<file path="config.mk">
export PLATFORM = sky130hd
export DESIGN_NAME = controle_janela
export DESIGN_NICKNAME = d
export VERILOG_FILES = /design/src/rtl/controle_janela.sv
export SDC_FILE = /design/constraint.sdc
export NUM_CORES = 1
export LEC_CHECK = 0
export CAP_MARGIN = 20
export CORE_UTILIZATION = 35
export CTS_CLUSTER_SIZE = 16
export DETAILED_ROUTE_END_ITERATION = 6
export GPL_ROUTABILITY_DRIVEN = 0
export GPL_TIMING_DRIVEN = 0
export PLACE_DENSITY = 0.55
export SLEW_MARGIN = 5
export SYNTH_ARGS = -nofsm -noshare
export SYNTH_HDL_FRONTEND = slang
export SYNTH_SLANG_ARGS = --single-unit
</file>
<file path="constraint.sdc">
create_clock -name clk -period 6.05 [get_ports clk]
set_input_delay 1.21 -clock clk [delete_from_list [all_inputs] [get_ports clk]]
set_output_delay 1.21 -clock clk [all_outputs]
set_load 0.01 [all_outputs]
</file>
<file path="src/rtl/controle_janela.sv">
// controle_janela: sequences the clear / count / latch cycle of a BCD
// frequency counter and synchronises the measured input to clk.
// A measurement is: clear pulse (LIMPA), counting window (CONTA), latch
// strobe (TRAVA). It optionally repeats back-to-back and can be aborted at
// any time by parar.
module controle_janela #(
    parameter int CICLOS_JANELA = 50000000,
    parameter int CICLOS_LIMPAR = 2
) (
    input  logic       clk,
    input  logic       rst_n,
    input  logic       iniciar,
    input  logic       parar,
    input  logic       continuo,
    input  logic       amostra_in,
    output logic       amostra,
    output logic       habilitar,
    output logic       limpar,
    output logic       travar,
    output logic       pronto,
    output logic [7:0] medidas
);

    // Counter widths never drop below one bit, even for a 1-cycle phase.
    localparam int LARG_J = (CICLOS_JANELA > 1) ? $clog2(CICLOS_JANELA) : 1;
    localparam int LARG_L = (CICLOS_LIMPAR > 1) ? $clog2(CICLOS_LIMPAR) : 1;

    // Last count value of each phase; the phase ends on the edge that sees it.
    localparam logic [LARG_J-1:0] FIM_J = LARG_J'(CICLOS_JANELA - 1);
    localparam logic [LARG_L-1:0] FIM_L = LARG_L'(CICLOS_LIMPAR - 1);

    typedef enum logic [1:0] {
        OCIOSO = 2'd0,
        LIMPA  = 2'd1,
        CONTA  = 2'd2,
        TRAVA  = 2'd3
    } estado_t;

    estado_t           estado_r;
    logic [LARG_J-1:0] cont_janela_r;
    logic [LARG_L-1:0] cont_limpa_r;
    logic [1:0]        sinc_r;

    assign amostra = sinc_r[1];

    // Two-flop synchroniser bringing the asynchronous input into clk domain.
    always_ff @(posedge clk or negedge rst_n) begin
        if (!rst_n) begin
            sinc_r <= 2'b00;
        end else begin
            sinc_r <= {sinc_r[0], amostra_in};
        end
    end

    // Measurement FSM; every output is a register updated with the state.
    always_ff @(posedge clk or negedge rst_n) begin
        if (!rst_n) begin
            estado_r      <= OCIOSO;
            cont_janela_r <= {LARG_J{1'b0}};
            cont_limpa_r  <= {LARG_L{1'b0}};
            habilitar     <= 1'b0;
            limpar        <= 1'b0;
            travar        <= 1'b0;
            pronto        <= 1'b0;
            medidas       <= 8'd0;
        end else begin
            // travar is a single-cycle strobe, so it falls unless re-armed.
            travar <= 1'b0;
            case (estado_r)
                OCIOSO: begin
                    // parar wins over iniciar; pronto holds until a restart.
                    if (iniciar && !parar) begin
                        estado_r     <= LIMPA;
                        limpar       <= 1'b1;
                        pronto       <= 1'b0;
                        cont_limpa_r <= {LARG_L{1'b0}};
                    end else begin
                        estado_r <= OCIOSO;
                    end
                end
                LIMPA: begin
                    if (parar) begin
                        estado_r <= OCIOSO;
                        limpar   <= 1'b0;
                    end else if (cont_limpa_r == FIM_L) begin
                        estado_r      <= CONTA;
                        limpar        <= 1'b0;
                        habilitar     <= 1'b1;
                        cont_janela_r <= {LARG_J{1'b0}};
                    end else begin
                        cont_limpa_r <= cont_limpa_r + {{(LARG_L-1){1'b0}}, 1'b1};
                    end
                end
                CONTA: begin
                    if (parar) begin
                        estado_r  <= OCIOSO;
                        habilitar <= 1'b0;
                    end else if (cont_janela_r == FIM_J) begin
                        estado_r  <= TRAVA;
                        habilitar <= 1'b0;
                        travar    <= 1'b1;
                        medidas   <= medidas + 8'd1;
                    end else begin
                        cont_janela_r <= cont_janela_r + {{(LARG_J-1){1'b0}}, 1'b1};
                    end
                end
                TRAVA: begin
                    // The latch strobe is never suppressed; parar only
                    // cancels the automatic restart.
                    if (continuo && !parar) begin
                        estado_r     <= LIMPA;
                        limpar       <= 1'b1;
                        cont_limpa_r <= {LARG_L{1'b0}};
                    end else begin
                        estado_r <= OCIOSO;
                        pronto   <= 1'b1;
                    end
                end
                default: begin
                    estado_r  <= OCIOSO;
                    habilitar <= 1'b0;
                    limpar    <= 1'b0;
                    pronto    <= 1'b0;
                end
            endcase
        end
    end

endmodule

</file>
## Yosys cells after proc, flatten, opt, wreduce, memory -nomap -nowiden

Cells that the tools add are included.
Widths: inputs -> output; s select.

| storage, ports and cells | value |
|---|---|
| register bits | 43 |
| output and inout bits | 13 |
| bits of input ports | 6 |

| cells by class | value |
|---|---|
| reduce and logical (&&, ||, !) cells | 14 |
| bitwise gates (word level) | 1 |
| equality and inequality tests | 13 |
| $add $sub $neg | 3 |
| mux-type cells | 32 |

Operator list:

| operator | number |
|---|---|
| $mux 26 | 4 |
| $pmux 26 s2 | 1 |
| $add 26x1->26 const B | 1 |
| $eq 26x26->1 const B | 1 |
| $mux 1 | 18 |
| $ne 2x2->1 const B | 7 |
| $reduce_and 4->1 | 3 |
| $add 8x1->8 const B | 1 |
| $mux 2 | 4 |
| $pmux 2 s4 | 1 |
| $ne 3x3->1 const B | 2 |
| $pmux 1 s3 | 2 |
| $reduce_and 3->1 | 2 |
| $reduce_and 5->1 | 1 |
| $eq 2x2->1 const B | 2 |
| $pmux 1 s2 | 2 |
| $reduce_bool 2->1 | 2 |
| $reduce_bool 3->1 | 1 |
| $eq 2x1->1 const B | 1 |
| $logic_and 1x1->1 | 2 |
| $logic_not 2->1 | 1 |
| $reduce_and 2->1 | 1 |
| $add 1x1->1 const B | 1 |
| $logic_not 1->1 | 1 |
| $not 1->1 | 1 |

## Longest topological paths before layout

| logic depth | value |
|---|---|
| depth after elaboration | 4 |
| mapped depth | 8 |

## Worst setup path after synthesis

No wires, ideal clock.

| timing | value |
|---|---|
| path kind | input to register |
| from | input port parar |
| to | register cont_janela_r[18] |
| library setup time | 66 ps |
| slack | 3,507 ps |
| cell stages on the path | 5 |
| arrival | 2,477 ps |
| path through | nor3b_4 nand4_4 a211o_4 or4_1 nand2_1 |

| between the ends | value |
|---|---|
| word-level cells in the longest chain between the ends | 2 |
| elaborated cells between the ends (all ways) | 3 |
| those cells by class | 2 x eq/ne; 1 x reduce/logical |

Ends and longest elaborated chain:

| item | line | source |
|---|---|---|
| from (decl) | 13 | `input logic parar,` |
| $ne 2x2->1 (no source line) | - |  |
| $reduce_and 5->1 (no source line) (*) | - |  |
| to (signal assigned) | 59 | `cont_janela_r <= {LARG_J{1'b0}};` |
| to (signal assigned) | 89 | `cont_janela_r <= {LARG_J{1'b0}};` |
| to (signal assigned) | 104 | `cont_janela_r <= cont_janela_r + {{(LARG_J-1){1'b0}}, 1'b1};` |
| to (decl) | 40 | `logic [LARG_J-1:0] cont_janela_r;` |

Every way passes the cells marked *; elsewhere a longest branch is shown, timed or not.
A chain may end at the register's enable or synchronous reset.

## Final worst setup path

| timing | value |
|---|---|
| from | input port parar |
| to | register cont_janela_r[21] |

The elaborated chain is that of the path after synthesis.

==> out/metrics.yaml <==
sta:
  worst_slack_ps: 2950
  finalMaxSlewViolations: 0
  slew_headroom_pct: 41.0
  tightest_slew_ps: 879
  period_share_pct: 51.2
  rsz0062_at_grt: "false"
  finClkSkew_ps: 6.95
  max_freq_ghz: 0.323
  setup_violations: 0
  hold_violations: 0
  finalCriticalPeriod_ps: 3100
  setup_tns_ps: 0
clock_tree:
  clock_path_buffers: 2
  holdBufCountCts: 0
  post_cts_resized: 0
  cts_tree: "yes"
  cts_made_buffers: 5
  post_cts_buffers: 0
  cts_max_level: 2
  path_clk_slew_ps: 80
  clock_latency_ps: 290
  clock-sinks: 43
  ctsRootBufferMaster: "clkbuf_8"
pwr:
  power_frac_clock_pct: 39.0
  combPwrFrac_pct: 12.9
  internal_power_w: 0.000506
  vdd.ir_drop.worst_uv: 121
  netSwitchingPower_w: 0.000161
  p_sw_share_pct: 24.2
  power_frac_seq_pct: 48.1
  power-per-cell-area_nw_per_um2: 247
  leakage_nw: 1.14
layout:
  nets: 271
  num_antenna_cells: 0
  nFillCells: 629
  stdcell_count: 341
  drive_above_1_share_pct: 8.33
  syn_to_final_growth_pct: 18.6
logic_synthesis:
  ys_seq_area_share_pct: 47.3
  syn_area_per_cell_um2: 9.60
  synth_area_leader_cell: "dfrtp_1"
  synth_cells: 237
  synthTopCellsByArea: "dfrtp_1 (47%), xnor2_1 (5.8%), nand2_1 (4.3%), a21oi_1 (3.5%), and4_1 (3.1%)"
  synth_nets: 245
  yosys_most_used_dff: "dfrtp_1"
  netlist_area_um2: 2270
  synth_seq_cells: 43
  yosys_warnings: 0
  synth_edf_count: 0
  async_reset_ff_share_pct: 100
  yosys.area.top_type_share_pct: 47.3
  synth_cell_types: 41
grt:
  grt_pass1_wl_um: 7740
  first_global_vias: 1602
  grt_overflow: 0
  antenna_found_initial: 0
  track_usage_pct: 15.0
  grt_max_degree: 26
drt:
  drc: 0
  drt_iter0_drc: 143
  finalWirelength_um: 4800
  dr.pass1.iters: 4
  drtAntennaViolNets: 0
  wl_per_cell_um: 14.1
  vias: 1821
  routed_via_density: 5.34
setup_path:
  critical_path_required_ps: 6210
  cp_max_fo: 10
  path_class: "input pin to flop"
  startpoint: "parar"
  crit_arrival_ps: 3260
  end_kind: "flop"
  critPathLaunchType: "input pin"
  regToRegStartpoint: "cont_janela_r[0]"
placement:
  pre_cts_slack_ps: 2610
  dp_hpwl_um: 3460
  dp_cells: 333
  io_buffers: 18
floorplan:
  initial_core_util_pct: 36.0
  rows: 29
  die_h_um: 82.6
  die_w_um: 82.6
  io_pins: 19
  die_area_um2: 6830
  core_um2: 6310
flow_run:
  cap_violations: 0
min_path:
  min_from: "sinc_r[0]"
  hold_class: "flop to flop"
outcome:
  status: "completed"
## metrics by stage
| stage | hold WS, ps | util, % | total power [W] | area, um2 |
|---|---|---|---|---|
| final | 357 | 42.7 | 0.000668 | 2700 |
| after detailed placement | 340 | 40.6 | 0.000413 | 2570 |
| after floorplan | 331 | - | 0.000377 | 2270 |
| after CTS | 360 | 42.7 | 0.000679 | 2700 |
| after global routing | 361 | 42.7 | 0.000705 | 2700 |
| after global placement | 335 | 40.4 | 0.000412 | 2550 |
## cells in the mapped netlist (3+ instances only)
| master | number |
|---|---|
| and2_1 | 3 |
| nand2b_1 | 3 |
| o21ai_0 | 14 |
| xnor2_1 | 15 |
| a31oi_1 | 5 |
| inv_1 | 4 |
| or3_1 | 7 |
| nand4_1 | 9 |
| dfrtp_1 | 43 |
| and4_1 | 8 |
| a21oi_1 | 16 |
| clkbuf_1 | 3 |
| nor4_1 | 7 |
| and3_1 | 5 |
| nor3_1 | 6 |
| nor2_1 | 18 |
| nand3_1 | 14 |
| nand2_1 | 26 |
| buf_2 | 3 |
## cells in the final DEF (no fill, tap or decap), types with 2 or more instances in the layout
| cell type | n |
|---|---|
| o31ai_1 | 2 |
| and4_1 | 8 |
| a21oi_1 | 16 |
| and2_1 | 3 |
| a31oi_1 | 5 |
| nand2b_1 | 3 |
| nand3_1 | 14 |
| bufinv_16 | 2 |
| dfrtp_1 | 43 |
| buf_2 | 4 |
| clkbuf_1 | 4 |
| clkbuf_8 | 5 |
| mux2i_1 | 2 |
| nor4_1 | 7 |
| nor3_1 | 6 |
| nor2_1 | 18 |
| or3_1 | 7 |
| inv_1 | 4 |
| or4_1 | 2 |
| ha_1 | 2 |
| xnor2_1 | 15 |
| clkdlybuf4s50_1 | 17 |
| and3_1 | 5 |
| nor2b_1 | 2 |
| buf_6 | 2 |
| nand2_1 | 26 |
| o21ai_0 | 14 |
| nand4_1 | 9 |
## registers in the layout, indices dropped and copies added, names as in the netlist
| signal | count |
|---|---|
| estado_r | 2 |
| habilitar | 1 |
| travar | 1 |
| pronto | 1 |
| cont_limpa_r | 1 |
| sinc_r | 2 |
| limpar | 1 |
| medidas | 8 |
| cont_janela_r | 26 |
## logic make-up (layout without fill, tap and decap cells)
logic type | Yosys count | in the layout | share of synthesized area (%)
AND/OR/NAND/NOR | 114 | 114 | 28.5
AO/OA/AOI/OAI | 46 | 46 | 12.4
flip-flops | 43 | 43 | 47.3
XOR/XNOR | 16 | 16 | 6.16
buffers and inverters | 13 | 40 | 3.13
multiplexers | 3 | 3 | 1.38
adder cells (fa/ha/maj) | 2 | 2 | 1.10
## final cells by class
type	count	area, um2	share of cell area (%)
Multi-Input combinational cell	181	1130	41.8
Sequential cell	43	1080	39.9
Timing Repair Buffer	19	195	7.23
Tap cell	77	96.3	3.57
Clock buffer	6	72.6	2.69
Clock inverter	2	60.1	2.23
Buffer	9	56.3	2.09
Inverter	4	15.0	0.556
## layer usage
layer / wire (um) / global-route usage, % / share of wire (%)
met5: 0 / 0 / 0
met1: 2460 / 20.8 / 51
met4: 33 / 3.62 / 0.69
met2: 2130 / 23.8 / 44
met3: 180 / 3.30 / 3.7
## power groups by stage
| stage | Clock (W) | Sequential (W) | Combinational, W |
|---|---|---|---|
| 6_report | 0.000260 | 0.000321 | 0.0000864 |
| 4_1_cts | 0.000271 | 0.000320 | 0.0000880 |
| 3_3_place_gp | 0 | 0.000325 | 0.0000862 |
| 5_1_grt | 0.000282 | 0.000323 | 0.0000992 |
| 3_5_place_dp | 0 | 0.000325 | 0.0000884 |
| 2_1_floorplan | 0 | 0.000324 | 0.0000528 |
## critical path, stage by stage
cell and delay (ps):
clkdlybuf4s50_1 490, clkbuf_1 250, nor3_1 760, clkbuf_1 430, nor2_1 100
## path summary, 6_finish.rpt
| path | to | slack [ps] | cells after the start |
|---|---|---|---|
| setup reg to reg | cont_janela_r[9] | 3780 | 8 |
| min in group asynchronous | cont_janela_r[0] | 860 | 1 |
| max in group asynchronous | habilitar | 4690 | 2 |
| hold reg to reg | sinc_r[1] | 360 | 0 |
| setup / recovery | cont_janela_r[21] | 2950 | 5 |
| hold / removal | sinc_r[1] | 360 | 0 |
Power figures use the tool's default switching activity.
